File: config.mk
export PLATFORM = sky130hd
export DESIGN_NAME = gpu_cmd_queue
export DESIGN_NICKNAME = d
export VERILOG_FILES = /design/src/rtl/gpu_pkg.sv /design/src/rtl/gpu_cmd_fifo.sv /design/src/rtl/gpu_cmd_queue.sv
export SDC_FILE = /design/constraint.sdc
export NUM_CORES = 1
export LEC_CHECK = 0
export ABC_CLOCK_PERIOD_IN_PS = 19150
export BUFFER_PORTS_ARGS = -buffer_cell sky130_fd_sc_hd__buf_4
export CELL_PAD_IN_SITES_DETAIL_PLACEMENT = 1
export CELL_PAD_IN_SITES_GLOBAL_PLACEMENT = 2
export CORE_ASPECT_RATIO = 1.2
export CORE_MARGIN = 8
export CORE_UTILIZATION = 47
export DETAILED_ROUTE_END_ITERATION = 12
export PLACE_DENSITY_LB_ADDON = 0.1
export SLEW_MARGIN = 20
export SYNTH_ARGS = -nofsm -noshare
export SYNTH_HDL_FRONTEND = slang
export SYNTH_HIERARCHICAL = 1
export SYNTH_SLANG_ARGS = --single-unit
File: constraint.sdc
create_clock -name clk -period 19.15 [get_ports clk]
set_input_delay 3.83 -clock clk [delete_from_list [all_inputs] [get_ports clk]]
set_output_delay 3.83 -clock clk [all_outputs]
set_load 0.02 [all_outputs]
File: src/rtl/gpu_pkg.sv
// Shared types and constants for the gpu command queue and its FIFO.
package gpu_pkg;

    localparam int FB_WIDTH_DEF  = 400;
    localparam int FB_HEIGHT_DEF = 240;
    localparam int CMD_XW        = $clog2(FB_WIDTH_DEF) + 2;
    localparam int CMD_YW        = $clog2(FB_HEIGHT_DEF) + 2;

    localparam logic OP_DRAW  = 1'b0;
    localparam logic OP_CLEAR = 1'b1;

    typedef enum logic [1:0] {
        ST_IDLE  = 2'd0,
        ST_ISSUE = 2'd1,
        ST_BUSY  = 2'd2
    } state_e;

    // Everything the gpu samples while busy; the opcode travels alongside it.
    typedef struct packed {
        logic [31:0]       address;
        logic [15:0]       address_x;
        logic [15:0]       address_y;
        logic [15:0]       image_width;
        logic [CMD_XW-1:0] width;
        logic [CMD_YW-1:0] height;
        logic [CMD_XW-1:0] x;
        logic [CMD_YW-1:0] y;
        logic [15:0]       clear_color;
    } cmd_fields_t;

    typedef struct packed {
        logic        op;
        cmd_fields_t f;
    } cmd_entry_t;

    localparam int ENTRY_W = $bits(cmd_entry_t);

endpackage

File: src/rtl/gpu_cmd_fifo.sv
// Generic synchronous FIFO with registered occupancy count; DEPTH must be a power of two.
module gpu_cmd_fifo #(
    parameter int WIDTH = 8,
    parameter int DEPTH = 8,
    localparam int AW = $clog2(DEPTH),
    localparam int CW = $clog2(DEPTH) + 1
) (
    input  logic             clk,
    input  logic             reset,
    input  logic             push,
    input  logic [WIDTH-1:0] wdata,
    input  logic             pop,
    output logic [WIDTH-1:0] rdata,
    output logic             full,
    output logic             empty,
    output logic [CW-1:0]    count
);

    logic [WIDTH-1:0] mem_q [DEPTH];
    logic [AW-1:0]    wr_ptr_q, wr_ptr_d;
    logic [AW-1:0]    rd_ptr_q, rd_ptr_d;
    logic [CW-1:0]    count_q, count_d;
    logic             push_ok;
    logic             pop_ok;

    assign full    = (count_q == CW'(DEPTH));
    assign empty   = (count_q == '0);
    assign count   = count_q;
    assign push_ok = push && !full;
    assign pop_ok  = pop && !empty;
    assign rdata   = mem_q[rd_ptr_q];

    // Pointers wrap naturally because DEPTH is a power of two.
    always_comb begin
        wr_ptr_d = wr_ptr_q;
        rd_ptr_d = rd_ptr_q;
        count_d  = count_q;
        if (push_ok) begin
            wr_ptr_d = wr_ptr_q + AW'(1);
        end
        if (pop_ok) begin
            rd_ptr_d = rd_ptr_q + AW'(1);
        end
        case ({push_ok, pop_ok})
            2'b10:   count_d = count_q + CW'(1);
            2'b01:   count_d = count_q - CW'(1);
            default: count_d = count_q;
        endcase
    end

    always_ff @(posedge clk) begin
        if (reset) begin
            wr_ptr_q <= '0;
            rd_ptr_q <= '0;
            count_q  <= '0;
        end else begin
            wr_ptr_q <= wr_ptr_d;
            rd_ptr_q <= rd_ptr_d;
            count_q  <= count_d;
        end
    end

    always_ff @(posedge clk) begin
        if (push_ok) begin
            mem_q[wr_ptr_q] <= wdata;
        end
    end

endmodule

File: src/rtl/gpu_cmd_queue.sv
// Buffers draw/clear commands and issues them one at a time to the gpu control port.
//   state    | meaning
//   ST_IDLE  | no command outstanding; pops head when gpu is free
//   ST_ISSUE | strobe high, waiting for gpu_busy or timeout
//   ST_BUSY  | strobe low, waiting for gpu_busy to fall
module gpu_cmd_queue
    import gpu_pkg::*;
#(
    parameter int FB_WIDTH      = FB_WIDTH_DEF,
    parameter int FB_HEIGHT     = FB_HEIGHT_DEF,
    parameter int DEPTH         = 8,
    parameter int ISSUE_TIMEOUT = 15,
    localparam int XW = $clog2(FB_WIDTH) + 2,
    localparam int YW = $clog2(FB_HEIGHT) + 2,
    localparam int CW = $clog2(DEPTH) + 1
) (
    input  logic          clk,
    input  logic          reset,
    input  logic          cmd_valid,
    output logic          cmd_ready,
    input  logic          cmd_op,
    input  logic [31:0]   cmd_address,
    input  logic [15:0]   cmd_address_x,
    input  logic [15:0]   cmd_address_y,
    input  logic [15:0]   cmd_image_width,
    input  logic [XW-1:0] cmd_width,
    input  logic [YW-1:0] cmd_height,
    input  logic [XW-1:0] cmd_x,
    input  logic [YW-1:0] cmd_y,
    input  logic [15:0]   cmd_clear_color,
    output logic [31:0]   ctrl_address,
    output logic [15:0]   ctrl_address_x,
    output logic [15:0]   ctrl_address_y,
    output logic [15:0]   ctrl_image_width,
    output logic [XW-1:0] ctrl_width,
    output logic [YW-1:0] ctrl_height,
    output logic [XW-1:0] ctrl_x,
    output logic [YW-1:0] ctrl_y,
    output logic [15:0]   ctrl_clear_color,
    output logic          ctrl_draw,
    output logic          ctrl_clear,
    input  logic          gpu_busy,
    output logic [CW-1:0] queue_count,
    output logic          queue_idle,
    output logic          timeout_err
);

    localparam int TW = $clog2(ISSUE_TIMEOUT + 1);

    cmd_entry_t         push_entry;
    cmd_entry_t         head_entry;
    logic [ENTRY_W-1:0] head_raw;
    logic               fifo_full;
    logic               fifo_empty;
    logic               pop;

    state_e             state_q, state_d;
    logic [TW-1:0]      tmr_q, tmr_d;
    cmd_fields_t        fields_q, fields_d;
    logic               draw_q, draw_d;
    logic               clear_q, clear_d;
    logic               err_q, err_d;

    always_comb begin
        push_entry               = '0;
        push_entry.op            = cmd_op;
        push_entry.f.address     = cmd_address;
        push_entry.f.address_x   = cmd_address_x;
        push_entry.f.address_y   = cmd_address_y;
        push_entry.f.image_width = cmd_image_width;
        push_entry.f.width       = cmd_width;
        push_entry.f.height      = cmd_height;
        push_entry.f.x           = cmd_x;
        push_entry.f.y           = cmd_y;
        push_entry.f.clear_color = cmd_clear_color;
    end

    gpu_cmd_fifo #(
        .WIDTH (ENTRY_W),
        .DEPTH (DEPTH)
    ) u_fifo (
        .clk   (clk),
        .reset (reset),
        .push  (cmd_valid),
        .wdata (push_entry),
        .pop   (pop),
        .rdata (head_raw),
        .full  (fifo_full),
        .empty (fifo_empty),
        .count (queue_count)
    );

    assign head_entry = cmd_entry_t'(head_raw);
    assign cmd_ready  = !fifo_full;

    // Issue timer counts down from ISSUE_TIMEOUT-1; terminal count aborts the issue.
    always_comb begin
        state_d  = state_q;
        tmr_d    = tmr_q;
        fields_d = fields_q;
        draw_d   = draw_q;
        clear_d  = clear_q;
        err_d    = err_q;
        pop      = 1'b0;
        case (state_q)
            ST_IDLE: begin
                if (!fifo_empty && !gpu_busy) begin
                    pop      = 1'b1;
                    fields_d = head_entry.f;
                    draw_d   = (head_entry.op == OP_DRAW);
                    clear_d  = (head_entry.op == OP_CLEAR);
                    tmr_d    = TW'(ISSUE_TIMEOUT - 1);
                    state_d  = ST_ISSUE;
                end
            end
            ST_ISSUE: begin
                if (gpu_busy) begin
                    draw_d  = 1'b0;
                    clear_d = 1'b0;
                    state_d = ST_BUSY;
                end else if (tmr_q == '0) begin
                    draw_d  = 1'b0;
                    clear_d = 1'b0;
                    err_d   = 1'b1;
                    state_d = ST_IDLE;
                end else begin
                    tmr_d = tmr_q - TW'(1);
                end
            end
            ST_BUSY: begin
                if (!gpu_busy) begin
                    state_d = ST_IDLE;
                end
            end
            default: begin
                draw_d  = 1'b0;
                clear_d = 1'b0;
                state_d = ST_IDLE;
            end
        endcase
    end

    always_ff @(posedge clk) begin
        if (reset) begin
            state_q  <= ST_IDLE;
            tmr_q    <= '0;
            fields_q <= '0;
            draw_q   <= 1'b0;
            clear_q  <= 1'b0;
            err_q    <= 1'b0;
        end else begin
            state_q  <= state_d;
            tmr_q    <= tmr_d;
            fields_q <= fields_d;
            draw_q   <= draw_d;
            clear_q  <= clear_d;
            err_q    <= err_d;
        end
    end

    assign ctrl_address     = fields_q.address;
    assign ctrl_address_x   = fields_q.address_x;
    assign ctrl_address_y   = fields_q.address_y;
    assign ctrl_image_width = fields_q.image_width;
    assign ctrl_width       = fields_q.width;
    assign ctrl_height      = fields_q.height;
    assign ctrl_x           = fields_q.x;
    assign ctrl_y           = fields_q.y;
    assign ctrl_clear_color = fields_q.clear_color;
    assign ctrl_draw        = draw_q;
    assign ctrl_clear       = clear_q;
    assign timeout_err      = err_q;
    assign queue_idle       = fifo_empty && (state_q == ST_IDLE) && !gpu_busy;

endmodule

==> results of run 1 <==
==> worst register-to-register path: stages (launching register included) <==
cell,delay [ps]
sky130_fd_sc_hd__dfxtp_1,400
sky130_fd_sc_hd__nor4_1,510
sky130_fd_sc_hd__or4_4,720
sky130_fd_sc_hd__clkinv_4,700
sky130_fd_sc_hd__o41a_1,420
sky130_fd_sc_hd__ha_1,300
sky130_fd_sc_hd__xor2_1,170
sky130_fd_sc_hd__ha_1,200
sky130_fd_sc_hd__a21oi_1,170
sky130_fd_sc_hd__xor2_1,110
sky130_fd_sc_hd__or3_1,310
sky130_fd_sc_hd__a21oi_1,140
==> registers in the layout, indices dropped and copies added, names as in the netlist, named ones only <==
register / cells
ctrl_draw: 1
ctrl_address: 32
u_fifo/wr_ptr_q: 3
ctrl_address_x: 16
state_q: 2
ctrl_address_y: 16
ctrl_x: 11
tmr_q: 4
u_fifo/count: 4
ctrl_clear_color: 16
ctrl_height: 10
u_fifo/rd_ptr_q: 3
ctrl_width: 11
ctrl_image_width: 16
ctrl_clear: 1
timeout_err: 1
ctrl_y: 10
u_fifo/mem_q: 1112
==> metrics by stage <==
| step | area [um^2] | hold slack, ps | util |
|---|---|---|---|
| finish | 55400 | 455 | 0.549 |
| global route | 55400 | 482 | 0.548 |
| CTS | 55400 | 455 | 0.548 |
| detailed placement | 51100 | 447 | 0.506 |
| global placement | 51100 | 442 | 0.506 |
| floorplan | 47600 | 485 | - |
==> final timing paths <==
| check | slack (ps) | endpoint | cells past startpoint |
|---|---|---|---|
| setup / recovery | 10860 | queue_idle | 3 |
| hold / removal | 450 | ctrl_address[16] | 2 |
| setup reg to reg | 14940 | u_fifo/count[2] | 11 |
| hold reg to reg | 450 | ctrl_address[16] | 2 |
==> cell families after synthesis <==
| group | after synthesis | synth area share |
|---|---|---|
| buffers and inverters | 139 | 0.0178 |
| and+or+nand+nor | 332 | 0.0279 |
| AOI/OAI and AO/OA | 155 | 0.0173 |
| muxes | 423 | 0.166 |
| xor gates and xnor gates | 8 | 0.00147 |
| adders and majority gates | 6 | 0.00158 |
| DFF | 1272 | 0.768 |
==> per-layer routing <==
metal,GRT usage,routed length [um],vias up
met2,0.354,57800,471
met5,0,92,-
met4,0.0599,2660,14
met1,0.254,46800,12400
li1,-,-,10000
met3,0.0466,5460,165
==> area by class of cell <==
cell class                      instances  area [um^2]
Multi-Input combinational cell        924        10200
Fill cell                            8843        45600
Tap cell                             1365         1710
Antenna cell                           10         25.0
Clock inverter                         51          415
Clock buffer                          195         3860
Sequential cell                      1272        36600
Timing Repair Buffer                  328         2550
Inverter                                9         38.8
==> where the power goes <==
part	total, mW	internal [mW]	switching, mW
sequential	3.35	3.22	0.128
clock	2.50	1.46	1.04
combinational	1.28	0.568	0.716
total	7.13	5.25	1.88
==> cell usage after synthesis (2+ instances only) <==
| master | instances | area share |
|---|---|---|
| sky130_fd_sc_hd__a21oi_1 | 143 | 0.015 |
| sky130_fd_sc_hd__buf_1 | 19 | 0.0015 |
| sky130_fd_sc_hd__nand2b_1 | 3 | 0.00039 |
| sky130_fd_sc_hd__nor3b_1 | 2 | 0.00032 |
| sky130_fd_sc_hd__o41ai_1 | 2 | 0.00037 |
| sky130_fd_sc_hd__and3_1 | 2 | 0.00026 |
| sky130_fd_sc_hd__buf_6 | 38 | 0.0090 |
| sky130_fd_sc_hd__mux2_2 | 141 | 0.033 |
| sky130_fd_sc_hd__nor3_1 | 8 | 0.00084 |
| sky130_fd_sc_hd__mux2i_1 | 4 | 0.00084 |
| sky130_fd_sc_hd__clkbuf_1 | 45 | 0.0035 |
| sky130_fd_sc_hd__ha_1 | 6 | 0.0016 |
| sky130_fd_sc_hd__nand3_1 | 5 | 0.00053 |
| sky130_fd_sc_hd__mux4_2 | 278 | 0.13 |
| sky130_fd_sc_hd__nand2_1 | 283 | 0.022 |
| sky130_fd_sc_hd__or3b_2 | 2 | 0.00037 |
| sky130_fd_sc_hd__edfxtp_1 | 1112 | 0.70 |
| sky130_fd_sc_hd__xor2_1 | 7 | 0.0013 |
| sky130_fd_sc_hd__dfxtp_1 | 160 | 0.067 |
| sky130_fd_sc_hd__buf_2 | 28 | 0.0029 |
| sky130_fd_sc_hd__nor4b_1 | 2 | 0.00037 |
| sky130_fd_sc_hd__nor4_1 | 3 | 0.00039 |
| sky130_fd_sc_hd__inv_1 | 8 | 0.00063 |
| sky130_fd_sc_hd__nor2_1 | 17 | 0.0013 |
| sky130_fd_sc_hd__a41oi_1 | 2 | 0.00037 |
==> flow_summary.rst, run 1 <==
.. list-table::
   :header-rows: 1

   * - Metric
     - Value
   * - Status
     - completed
   * - Net Count, Synth
     - 2484
   * - Drt first-iter violations
     - between 1k and 1.5k
   * - Number of warnings reported in the yosys synthesis log
     - 6
   * - Detail Route Antenna Nets
     - 0
   * - TritonCTS clock tree
     - done
   * - Kind of capture point of the worst setup path
     - output pin
   * - Worst ir drop on vdd
     - around 0.094 mV
   * - Largest delay contributor family on the critical path
     - buffers and inverters
   * - Number of global-route vias before repair
     - 25.8k
   * - Max-cap violations
     - 0
   * - Most frequent cells in the layout
     - 1112 x sky130_fd_sc_hd__edfxtp_1, 320 x sky130_fd_sc_hd__buf_4, 283 x sky130_fd_sc_hd__nand2_1
   * - Sequential share of the synthesized area
     - 0.768
   * - Largest net degree at the start of global routing
     - 112
   * - Proportion of layout cells with a drive suffix above 1
     - 0.343
   * - Launching element of the worst setup path
     - gpu_busy
   * - Hold Buf Count CTS
     - 0
   * - Wire length of the first global-routing pass
     - 169000 um
   * - Count of flip-flops with a built-in enable after synthesis
     - 1112
   * - Final setup skew
     - 22.4 ps
   * - Number of nets in the layout
     - 2816
   * - Element type at the critical path start
     - primary input
   * - Worst Setup Path Type
     - primary input to output pin
   * - Initial Util
     - 0.471
   * - Count of cell types in the netlist
     - 40
   * - Power, Total
     - 7.13 mW
   * - Leading cell type in the layout, fill and taps excluded
     - sky130_fd_sc_hd__edfxtp_1
   * - Worst slew slack as a fraction of its limit
     - 0.276
   * - Maximum clock path buffer count
     - 3
   * - RSZ-0062 raised after global routing
     - false
   * - Clock transition at the registers of the reported paths
     - 60 ps
   * - Hold path startpoint
     - ctrl_address[16]
   * - Y dimension of the die
     - 365 um
   * - Cell count after placement
     - ~3.9k
   * - Arrival @ worst endpoint
     - between 4000 and 5000 ps
   * - CTS H-tree lvls
     - 4
   * - Total clock buffers created by CTS
     - 132
   * - DR WL/cell
     - 27.2 um
   * - Final Max Slew Viols
     - 0
   * - Count of input and output buffers
     - 289
   * - GRT Total Usage
     - 0.203
   * - # resized after CTS
     - 0
   * - Number of iterations in the first detailed-routing pass
     - 5
   * - Startpoint of the worst-slack reg-to-reg timing path
     - u_fifo/count[1]
   * - Final weighted congestion of routability-driven global placement
     - 0.724
   * - Pre-CTS WS
     - around 11000 ps
   * - Cell with the biggest individual delay on the critical path
     - sky130_fd_sc_hd__nor4b_1
   * - Cell seen most often among critical-path stages
     - sky130_fd_sc_hd__buf_4
   * - Count of clock tree sinks
     - approximately 1.3k
   * - Synthesized area
     - roughly 48000 um^2
   * - I/O pin total
     - 290
   * - Final min period
     - 8290 ps
   * - Synthesis-stage register bit count
     - 1272
   * - Number of placement rows
     - 128
   * - Core ar.
     - 101000 um^2
   * - Buffers plus inverters on the worst setup path
     - 2
   * - Root Driver
     - sky130_fd_sc_hd__clkbuf_16
   * - Required time of the critical path
     - 15320 ps
   * - Leakage dissipation
     - 17.8 nW
   * - Cell-by-cell listing of the critical path
     - buf_4 -> nor4b_1 -> buf_4
   * - Proportion of register bits with asynchronous set or reset after synthesis
     - 0
   * - Die Footprint
     - 112000 um^2
   * - CP max stage delay
     - 280 ps
   * - Post-synthesis average cell area
     - 20.4 um^2
   * - Power per cell area
     - 129 nW/um^2
   * - Syn-to-layout area delta
     - 16.4%
   * - Most used DFF post-synth
     - sky130_fd_sc_hd__edfxtp_1
   * - Post-synthesis cell count
     - 2335
   * - DRC viols
     - 0
   * - Routed Wire Length
     - approximately 110000 um
   * - Least-Margin Pin Slew
     - 1090 ps
   * - Final Worst Setup Slack
     - ~11000 ps
   * - Final worst path period share
     - 0.433
   * - Crit path max fanout
     - 8
   * - Via total after detailed routing
     - about 23k
   * - Half-perimeter wire length after detailed placement
     - 60500 um
   * - Number of setup violations in the final report
     - 0
   * - Number of hold violations in the final report
     - 0
   * - Die X
     - 307 um
   * - Upper clock frequency limit
     - around 120 MHz
   * - Final sum of negative setup slack
     - 0 ps
   * - Final cell count without fillers
     - roughly 4.2k
   * - Number of buffers inserted by post-CTS setup repair
     - 0
   * - Overflow left after global routing
     - 0
   * - Via count normalized by instance count
     - 5.55
   * - Clock latency reported for the late side of the worst-skew pair
     - 720 ps
   * - Number of antenna violations at the first check in global routing
     - 18
   * - Class of the tightest hold or removal check
     - flip-flop to flip-flop
No activity file was read; power rests on OpenSTA's default activity.
==> inputs of run 2 (changes only) <==
- ABC_AREA: default -> 1
- ABC_CLOCK_PERIOD_IN_PS: 19150 -> 8070
- CORE_UTILIZATION: 47 -> 42
- clock period: 19.15 -> 8.07 ns (I/O delays scaled with it)
==> run 2 against run 1 <==
Net effect: first-iteration DRC count increased by 23%; critical endpoint is now ctrl_address_y[5]; critical path type is now flip-flop to flip-flop; clock power increased to 2.5 times the previous value; largest power group unchanged; register-to-register slack got worse by 11000 ps; synthesized cell count increased by 67%; core utilization decreased by 5.9 points; clock skew decreased by 2.0 ps; synthesized area increased by 3.4%; via count increased by 33%; cell area increased by 2.8%; cell count increased by 39%; sequential power increased by 140%.
==> flow_summary.rst, run 2 <==
.. list-table::
   :header-rows: 1

   * - Metric
     - Value
   * - Leading cell type in the layout, fill and taps excluded
     - sky130_fd_sc_hd__edfxtp_1
   * - Count of flip-flops with a built-in enable after synthesis
     - 1112 (unchanged)
   * - Post-synthesis cell count
     - 3889 (+67%)
   * - Most used DFF post-synth
     - sky130_fd_sc_hd__edfxtp_1
   * - Class of the tightest hold or removal check
     - flip-flop to flip-flop
   * - Routed Wire Length
     - 133000 um (+18%)
   * - Worst Setup Path Type
     - flip-flop to flip-flop
   * - Leakage dissipation
     - 19.7 nW (+11%)
   * - Half-perimeter wire length after detailed placement
     - 70000 um (+16%)
   * - Number of iterations in the first detailed-routing pass
     - 4 (-1)
   * - Proportion of netlist area held by the largest area contributor
     - 0.678 (-0.0233)
   * - Number of cells traversed by the worst register-to-register path
     - 8 (-3)
   * - Detail Route Antenna Nets
     - 0 (unchanged)
   * - Final Util
     - 0.490 (-0.0591)
   * - Post-synthesis average cell area
     - 12.7 um^2 (-38%)
   * - Via total after detailed routing
     - 30.7k (+33%)
   * - Via count normalized by instance count
     - 5.33 (-4.0%)
   * - Final Max Slew Viols
     - 0 (unchanged)
   * - Hold Buf Count CTS
     - 0 (unchanged)
   * - Terminus of the critical flop-to-flop path
     - ctrl_address_y[5]
   * - Drt first-iter violations
     - 1686 (+23%)
   * - Count of input and output buffers
     - 289 (unchanged)
   * - Worst ir drop on vdd
     - 0.207 mV (+120%)
   * - Count of cell types in the netlist
     - 34 (-15%)
   * - Final weighted congestion of routability-driven global placement
     - 0.720 (-0.59%)
   * - Buffers plus inverters on the worst setup path
     - 2 (unchanged)
   * - Die Footprint
     - 129000 um^2 (+15%)
   * - Crit path max fanout
     - 79 (+71)
   * - Root Driver
     - sky130_fd_sc_hd__clkbuf_16
   * - Kind of capture point of the worst setup path
     - flip-flop
   * - Clock latency reported for the late side of the worst-skew pair
     - 750 ps (+30 ps)
   * - Number of flip-flops in the largest register
     - 1112 (unchanged)
   * - Proportion of layout cells with a drive suffix above 1
     - 0.137 (-0.206)
   * - Net Count, Synth
     - 4038 (+63%)
   * - Most frequent cells in the layout
     - 1112 x sky130_fd_sc_hd__edfxtp_1, 811 x sky130_fd_sc_hd__nor2_1, 559 x sky130_fd_sc_hd__o21ai_0
   * - Largest register by flop count
     - u_fifo/mem_q
   * - Number of buffers inserted by post-CTS setup repair
     - 0 (unchanged)
   * - Final worst path period share
     - 0.508
   * - DR WL/cell
     - 23.1 um (-15%)
   * - Die X
     - 329 um (+7.2%)
   * - Final min period
     - 4100 ps
   * - Overflow left after global routing
     - 0 (unchanged)
   * - Maximum clock path buffer count
     - 3 (unchanged)
   * - Synthesis-stage register bit count
     - 1272 (unchanged)
   * - Largest delay contributor family on the critical path
     - buffers and inverters
   * - Tightest hold margin
     - 475 ps (+19.6 ps)
   * - Power per cell area
     - 330 nW/um^2 (+160%)
   * - Cell type with the highest aggregate area in the netlist
     - sky130_fd_sc_hd__edfxtp_1
   * - Most frequent cells after synthesis
     - 1112 x sky130_fd_sc_hd__edfxtp_1, 819 x sky130_fd_sc_hd__nor2_1, 559 x sky130_fd_sc_hd__o21ai_0
   * - Syn-to-layout area delta
     - 15.7%
   * - Number of warnings reported in the yosys synthesis log
     - 6 (unchanged)
   * - Proportion of register bits with asynchronous set or reset after synthesis
     - 0 (unchanged)
   * - I/O pin total
     - 290 (unchanged)
   * - Number of hold violations in the final report
     - 0 (unchanged)
   * - Count leader, synth
     - sky130_fd_sc_hd__edfxtp_1
   * - DRC viols
     - 0 (unchanged)
   * - Upper clock frequency limit
     - about 240 MHz
   * - RSZ-0062 raised after global routing
     - false
   * - GRT Total Usage
     - 0.203 (about the same)
   * - Biggest area contributors in the synthesized netlist
     - sky130_fd_sc_hd__edfxtp_1 68%, sky130_fd_sc_hd__dfxtp_1 6.5%, sky130_fd_sc_hd__nor2_1 6.2%
   * - Initial Util
     - 0.423 (-0.0480)
   * - Cell-by-cell listing of the critical path
     - buf_4 -> buf_4 -> mux2i_1 -> o22ai_1 -> nand2_1 -> nand2_1 -> o21ai_0 -> nor2_1
   * - Number of fill cells in the layout
     - 11.8k (+34%)
   * - Register-to-Register Setup Slack
     - 3970 ps (-10970 ps)
   * - Synthesized area
     - 49300 um^2 (+3.4%)
   * - Count of clock tree sinks
     - 1272 (unchanged)
   * - Number of antenna violations at the first check in global routing
     - 23 (+5)
   * - Number of nets in the layout
     - 4258 (+51%)
   * - CP max stage delay
     - 970 ps (+690 ps)
   * - # resized after CTS
     - 0 (unchanged)
   * - CTS H-tree lvls
     - 4 (unchanged)
   * - Worst setup path end
     - ctrl_address_y[5]
   * - Number of placement rows
     - 137 (+7.0%)
   * - Largest net degree at the start of global routing
     - 206 (+84%)
   * - Arrival @ worst endpoint
     - 4720 ps (+260 ps)
   * - Total clock buffers created by CTS
     - 136 (+3.0%)
   * - Element type at the critical path start
     - flip-flop
   * - Wire length of the first global-routing pass
     - 199000 um (+18%)
   * - Number of stages on the worst setup path
     - 8 (+5)
   * - Clock transition at the registers of the reported paths
     - 60 ps (about the same)
   * - Sequential share of the synthesized area
     - 0.743 (-0.0256)
   * - Cell with the biggest individual delay on the critical path
     - sky130_fd_sc_hd__dfxtp_4
   * - Required time of the critical path
     - 8680 ps (-6640 ps)
   * - Number of setup violations in the final report
     - 0 (unchanged)
   * - Max-cap violations
     - 0 (unchanged)
   * - TritonCTS clock tree
     - done
   * - Number of global-route vias before repair
     - 32.3k (+25%)
   * - Y dimension of the die
     - 391 um (+7.3%)
   * - Least-Margin Pin Slew
     - 1130 ps (+47.4 ps)
   * - Status
     - completed
   * - Final setup skew
     - 20.5 ps (-1.98 ps)
   * - Core ar.
     - 116000 um^2 (+15%)
   * - Worst slew slack as a fraction of its limit
     - 0.244 (-0.0316)
run 2: cell count changes after synthesis, moves of 79 or more:
cell,change
sky130_fd_sc_hd__a21oi_1,-130
sky130_fd_sc_hd__o22ai_1,+139
sky130_fd_sc_hd__o21ai_0,+558
sky130_fd_sc_hd__clkbuf_1,+79
sky130_fd_sc_hd__nor2_1,+802
sky130_fd_sc_hd__mux2i_1,+135
sky130_fd_sc_hd__mux4_2,-278
sky130_fd_sc_hd__o21ai_1,+139
sky130_fd_sc_hd__nand2_1,+173
sky130_fd_sc_hd__mux2_2,-141
run 2: how the worst min path moves through the flow:
stage,end,start,cells after the start,slack [ps]
after floorplan,tmr_q[1],tmr_q[1],2,460
after global placement,timeout_err,timeout_err,2,460
after detailed placement,timeout_err,timeout_err,2,470
after CTS,timeout_err,timeout_err,2,480
after global routing,flip-flop,u_fifo/rd_ptr_q[1],2,500
final,timeout_err,timeout_err,2,470
run 2: power by group:
part,leakage [nW],switching (mW),internal (mW)
Sequential,11.4,0.367,7.81
Combinational,6.12,2.93,1.39
Clock,2.21,2.47,3.83
run 2: kinds of logic after synthesis:
logic type,Yosys count,synth area share
AO/OA/AOI/OAI,851,0.0900
XOR/XNOR,4,0.000711
AND/OR/NAND/NOR,1338,0.105
flip-flops,1272,0.743
buffers and inverters,279,0.0317
adder cells (fa/ha/maj),6,0.00152
multiplexers,139,0.0282
run 2: layer usage:
layer | GRT usage | routed length [um] | part of all wire | vias up
met1 | 0.248 | 56500 | 0.43 | 15700
met2 | 0.360 | 67300 | 0.51 | 506
met3 | 0.0452 | 5870 | 0.044 | 190
li1 | - | - | - | 14300
met5 | 0 | 92 | 0.00069 | -
met4 | 0.0613 | 3010 | 0.023 | 14
run 2: tightest hold or removal path: stages, from the launching register on:
cell	delay, ps
sky130_fd_sc_hd__dfxtp_1	320
sky130_fd_sc_hd__nor2_1	50
sky130_fd_sc_hd__nor2_1	70
run 2: stage by stage:
stage	setup TNS, ps	setup slack, ps	cell area [um^2]	total power [mW]	cells
detailed placement	0	3160	52400	12.7	5500
global route	0	3700	57000	19.8	5749
finish	0	3970	57000	18.8	5755
floorplan	-214700	-279	49300	11.3	3889
CTS	0	3970	56900	19.1	5743
global placement	0	3120	52400	12.7	5499
run 2: layout make-up:
| type | count | area (um^2) | area share |
|---|---|---|---|
| Antenna cell | 12 | 30.0 | 0.000527 |
| Inverter | 32 | 140 | 0.00246 |
| Multi-Input combinational cell | 2338 | 11200 | 0.196 |
| Tap cell | 1529 | 1910 | 0.0336 |
| Timing Repair Buffer | 329 | 2590 | 0.0455 |
| Clock inverter | 48 | 601 | 0.0105 |
| Sequential cell | 1272 | 36600 | 0.642 |
| Clock buffer | 195 | 3910 | 0.0687 |
